`config.mk`:
```
export PLATFORM = sky130hd
export DESIGN_NAME = uart_cmd_queue
export DESIGN_NICKNAME = d
export VERILOG_FILES = /design/src/rtl/uart_cmd_queue.sv
export SDC_FILE = /design/constraint.sdc
export NUM_CORES = 1
export LEC_CHECK = 0
export ABC_CLOCK_PERIOD_IN_PS = 2900
export BUFFER_PORTS_ARGS = -buffer_cell sky130_fd_sc_hd__buf_4
export CORE_ASPECT_RATIO = 1.1
export CORE_MARGIN = 8
export CORE_UTILIZATION = 49
export CTS_BUF_LIST = sky130_fd_sc_hd__clkbuf_8 sky130_fd_sc_hd__clkbuf_16
export CTS_CLUSTER_DIAMETER = 120
export DETAILED_ROUTE_END_ITERATION = 8
export GPL_ROUTABILITY_DRIVEN = 0
export PLACE_DENSITY = 0.71
export SYNTH_ARGS = -nofsm -noshare
export SYNTH_HDL_FRONTEND = slang
export SYNTH_SLANG_ARGS = --single-unit
```
`constraint.sdc`:
```
create_clock -name clk -period 2.9 [get_ports clk]
set_clock_uncertainty 0.1 [all_clocks]
set_input_delay 0 -clock clk [delete_from_list [all_inputs] [get_ports clk]]
set_output_delay 0 -clock clk [all_outputs]
set_load 0.01 [all_outputs]
```
`src/rtl/uart_cmd_queue.sv`:
```
// UART key-byte decoder feeding a small command FIFO.
// Queued commands are released one per video frame, paced by the vsync edge.
module uart_cmd_queue #(
    parameter int unsigned FIFO_DEPTH = 4,
    parameter logic        VS_POL     = 1'b0
) (
    input  logic                          clk,
    input  logic                          rst,
    input  logic [7:0]                    rx_data,
    input  logic                          rx_data_valid,
    input  logic                          vs_in,
    output logic [2:0]                    cmd_code,
    output logic                          cmd_valid,
    output logic [$clog2(FIFO_DEPTH):0]   fifo_level,
    output logic                          overflow,
    output logic [7:0]                    bad_char_cnt
);

    localparam int unsigned PW = $clog2(FIFO_DEPTH);
    localparam int unsigned LW = PW + 1;

    logic [2:0]    dec_code;
    logic          push_req;
    logic          vs_q;
    logic [PW-1:0] wr_ptr;
    logic [PW-1:0] rd_ptr;
    logic [2:0]    mem [FIFO_DEPTH];

    logic is_cmd;
    logic is_eol;
    logic tick;
    logic pop;
    logic push_ok;

    // Byte classification: '1'..'5' are commands, CR/LF are silently skipped
    always_comb begin
        is_cmd = (rx_data >= 8'h31) && (rx_data <= 8'h35);
        is_eol = (rx_data == 8'h0D) || (rx_data == 8'h0A);
    end

    // Pop uses the registered level, so a push in the same cycle cannot feed an empty pop
    always_comb begin
        tick    = (vs_in == VS_POL) && (vs_q != VS_POL);
        pop     = tick && (fifo_level != LW'(0));
        push_ok = push_req && ((fifo_level < LW'(FIFO_DEPTH)) || pop);
    end

    // Decode register and malformed-byte counter
    always_ff @(posedge clk) begin
        if (rst) begin
            dec_code     <= 3'd0;
            push_req     <= 1'b0;
            bad_char_cnt <= 8'd0;
        end else begin
            push_req <= rx_data_valid && is_cmd;
            if (rx_data_valid && is_cmd) begin
                dec_code <= rx_data[2:0];
            end
            if (rx_data_valid && !is_cmd && !is_eol && (bad_char_cnt != 8'hFF)) begin
                bad_char_cnt <= bad_char_cnt + 8'd1;
            end
        end
    end

    always_ff @(posedge clk) begin
        if (rst) begin
            vs_q <= ~VS_POL;
        end else begin
            vs_q <= vs_in;
        end
    end

    // Storage array needs no reset; occupancy is tracked by the pointers and level
    always_ff @(posedge clk) begin
        if (push_ok) begin
            mem[wr_ptr] <= dec_code;
        end
    end

    always_ff @(posedge clk) begin
        if (rst) begin
            wr_ptr     <= '0;
            rd_ptr     <= '0;
            fifo_level <= '0;
            overflow   <= 1'b0;
            cmd_code   <= 3'd0;
            cmd_valid  <= 1'b0;
        end else begin
            cmd_valid <= pop;
            if (pop) begin
                cmd_code <= mem[rd_ptr];
                rd_ptr   <= rd_ptr + PW'(1);
            end
            if (push_ok) begin
                wr_ptr <= wr_ptr + PW'(1);
            end
            if (push_req && !push_ok) begin
                overflow <= 1'b1;
            end
            case ({push_ok, pop})
                2'b10:   fifo_level <= fifo_level + LW'(1);
                2'b01:   fifo_level <= fifo_level - LW'(1);
                default: fifo_level <= fifo_level;
            endcase
        end
    end

endmodule

```
==> results.cfg <==
[synth]
synth_ff_type = dfxtp_1
ys.warnings.count = 0
ys_seq_area_share_pct = 51.5
ys_types = 38
ys_ff_latch = 37
post_synth_instance_area_um2 = 1670
synthesis.nets = 167
synth-edff-count = 12
syn_inst = 148
async_flop_share_pct = 0
avgSynthCellArea_um2 = 11.3

[timing]
layout_min_cycle_time_ps = 2360
relSlewSlack_pct = 77.8
setup_viol = 0
hold_viol = 0
final.setup.tns_ps = 0
grt_setup_unrepaired = no
finalMaxSlewViolations = 0
tightest_slew_ps = 330
post-route-period-util_pct = 81.4
fin_hold_ws_ps = 16.5
max_freq_mhz = 423

[cts]
cts_made_buffers = 5
cts_sinks = 37
cts_tree = done
htreeDepth = 2
root_buffer = clkbuf_8
cts_resized = 0
clock_latency_ps = 280
clkTransAtPathRegs_ps = 70
cts_buffer_depth = 2

[routing]
drtIter0Drc = 57
vias = 1193
drc = 0
vias_per_cell = 5.37
drt.antenna.violating_nets = 0
drt_pre_antenna_iters = 4
wl_mm = 3.04
wire_per_inst_um = 13.7

[power]
combPwrFrac_pct = 5.6
pwr-share-seq_pct = 57.2
powerDensity_nw_per_um2 = 458
p_sw_uw = 194
swShare_pct = 20.5
intPower_uw = 752
power_frac_clock_pct = 37.2
power.leakage_nw = 0.844
ir_drop_mv = 0.349

[worst_setup_path]
cpMostUsedCell = inv_1
crit_type = in -> reg
critPathMaxFanout = 6
cp-start-kind = input pin
crit_required_ps = 3010
crit_chain = dlygate4sd3_1 > buf_4 > nand2b_1 > nand2_1 > and2_1 > inv_1 > ha_1 > inv_1 > fa_1 > xor2_1 > or3_1 > a21oi_1
cp-end-kind = flop
max_stage_delay_ps = 520
cp_top_family = simple AND/OR/NAND/NOR gates
worst-path-buf-inv = 4
worst_ep_arrival_time_ps = 2470
cp_slowest_cell = dlygate4sd3_1

[place]
io_buffers = 27
dpl.hpwl_mm = 2.26

[final_layout]
nets = 204
drive_gt1_share_pct = 23.7
antenna_cells = 0
nFillCells = 268
area_growth_pct = 23.7

[grt]
met2_usage_pct = 20.6
antenna_found_initial = 0
use_met3_pct = 5.46
grt_pass1_vias = 1257
grt_pass1_wl_mm = 5.38
track_usage_pct = 12.1
grt_overflow_total = 0
top_usage_layer = met2
grt_max_degree = 29
grt_util_met1_pct = 12.6

[run]
maxCapViolCount = 0

[floorplan]
ios = 28
fp-row-count = 22
die_area_um2 = 5540
die_h_um = 77.2
die_x_um = 71.7
start_util_pct = 50.6
core_um2 = 3300

[worst_hold_path]
worstHoldPathType = in -> reg

[status]
outcome = finished clean
cells in the final DEF, fill, tap and decap left out, types with 4 or more instances in the layout:
| master | count |
|---|---|
| mux2i_1 | 7 |
| edfxtp_1 | 12 |
| ha_1 | 6 |
| clkbuf_8 | 6 |
| xnor2_1 | 6 |
| a21oi_1 | 4 |
| and3_1 | 6 |
| buf_4 | 28 |
| nand2_1 | 6 |
| inv_1 | 8 |
| dfxtp_1 | 25 |
| nor2_1 | 23 |
| nor4_1 | 4 |
| dlygate4sd3_1 | 8 |
worst paths after layout:
kind	startpoint	endpoint	slack (ps)	depth (start not counted)
max	vs_in	fifo_level[2]	540	12
min	rx_data_valid	bad_char_cnt[7]	20	5
max reg2reg	fifo_level[2]	fifo_level[2]	600	9
min reg2reg	overflow	overflow	390	2
final cells by class:
| type | instances | area [um2] | share of cell area (%) |
|---|---|---|---|
| flip-flops and latches | 37 | 861 | 41.7 |
| multi-input cells | 99 | 757 | 36.6 |
| repair buffers | 36 | 290 | 14.1 |
| clock buffers | 6 | 82.6 | 4.00 |
| well taps | 36 | 45.0 | 2.18 |
| inverters | 6 | 22.5 | 1.09 |
| clock inverters | 2 | 7.51 | 0.363 |
sequential cells by signal, summed over array words and instances (netlist names):
| register | count |
|---|---|
| mem | 12 |
| bad_char_cnt | 8 |
| cmd_code | 3 |
| dec_code | 3 |
| fifo_level | 3 |
| rd_ptr | 2 |
| wr_ptr | 2 |
| cmd_valid | 1 |
| overflow | 1 |
| push_req | 1 |
| vs_q | 1 |
synth_stat cells (all sizes together) (3+ instances only):
library cell | instances | area share [%]
xor2 | 3 | 1.6
inv | 6 | 1.3
a21oi | 4 | 1.2
mux4 | 3 | 4.0
nor3 | 3 | 1.2
nand2 | 6 | 1.3
nor2b | 3 | 1.1
mux2i | 7 | 4.2
clkbuf | 3 | 0.67
buf | 3 | 1.1
edfxtp | 12 | 22
xnor2 | 6 | 3.1
nor4 | 5 | 2.8
dfxtp | 25 | 30
ha | 6 | 4.5
nor2 | 23 | 5.2
and3 | 6 | 2.2
worst min-delay path: stages:
cell     delay (ps)
buf_4           130
nand3_1          60
nor4_1           50
nand2_1          40
o21ai_0          60
metal layers:
layer,vias up,wire (um),share of wire [%]
met5,-,0,0
met4,0,23,0.76
met3,4,208,6.8
met2,36,1550,51
met1,564,1260,41
li1,589,-,-
repair_timing:
action                                 4_1_cts  5_1_grt
endpoints found under the hold margin       21        0
hold buffers                                 8        0
setup buffers                                0        0
stage by stage:
step	utilization [%]	std cells	area [um2]	power [mW]	setup WS (ps)
after floorplan	-	148	1670	0.576	620
final	62.5	222	2070	0.946	539
after CTS	62.5	222	2070	0.956	555
after global placement	57.4	206	1900	0.598	766
after global routing	62.5	222	2070	0.977	390
after detailed placement	57.4	206	1900	0.600	643
cells by family (layout without fill, tap and decap cells):
group	after synthesis	after routing	synth area share, %
and+or+nand+nor	63	63	22.1
DFF	37	37	51.5
muxes	12	12	9.59
buffers and inverters	12	50	3.15
xor gates and xnor gates	9	9	4.72
AOI/OAI and AO/OA	8	8	3.22
adders and majority gates	7	7	5.69
power by group through the flow:
| stage | logic, mW | clock network [mW] | registers [mW] |
|---|---|---|---|
| after CTS | 0.0540 | 0.362 | 0.540 |
| final | 0.0534 | 0.352 | 0.540 |
| after global routing | 0.0597 | 0.376 | 0.541 |
| after floorplan | 0.0233 | 0 | 0.553 |
| after global placement | 0.0468 | 0 | 0.552 |
| after detailed placement | 0.0483 | 0 | 0.552 |
Note: power is estimated with default switching activity, not from simulation.
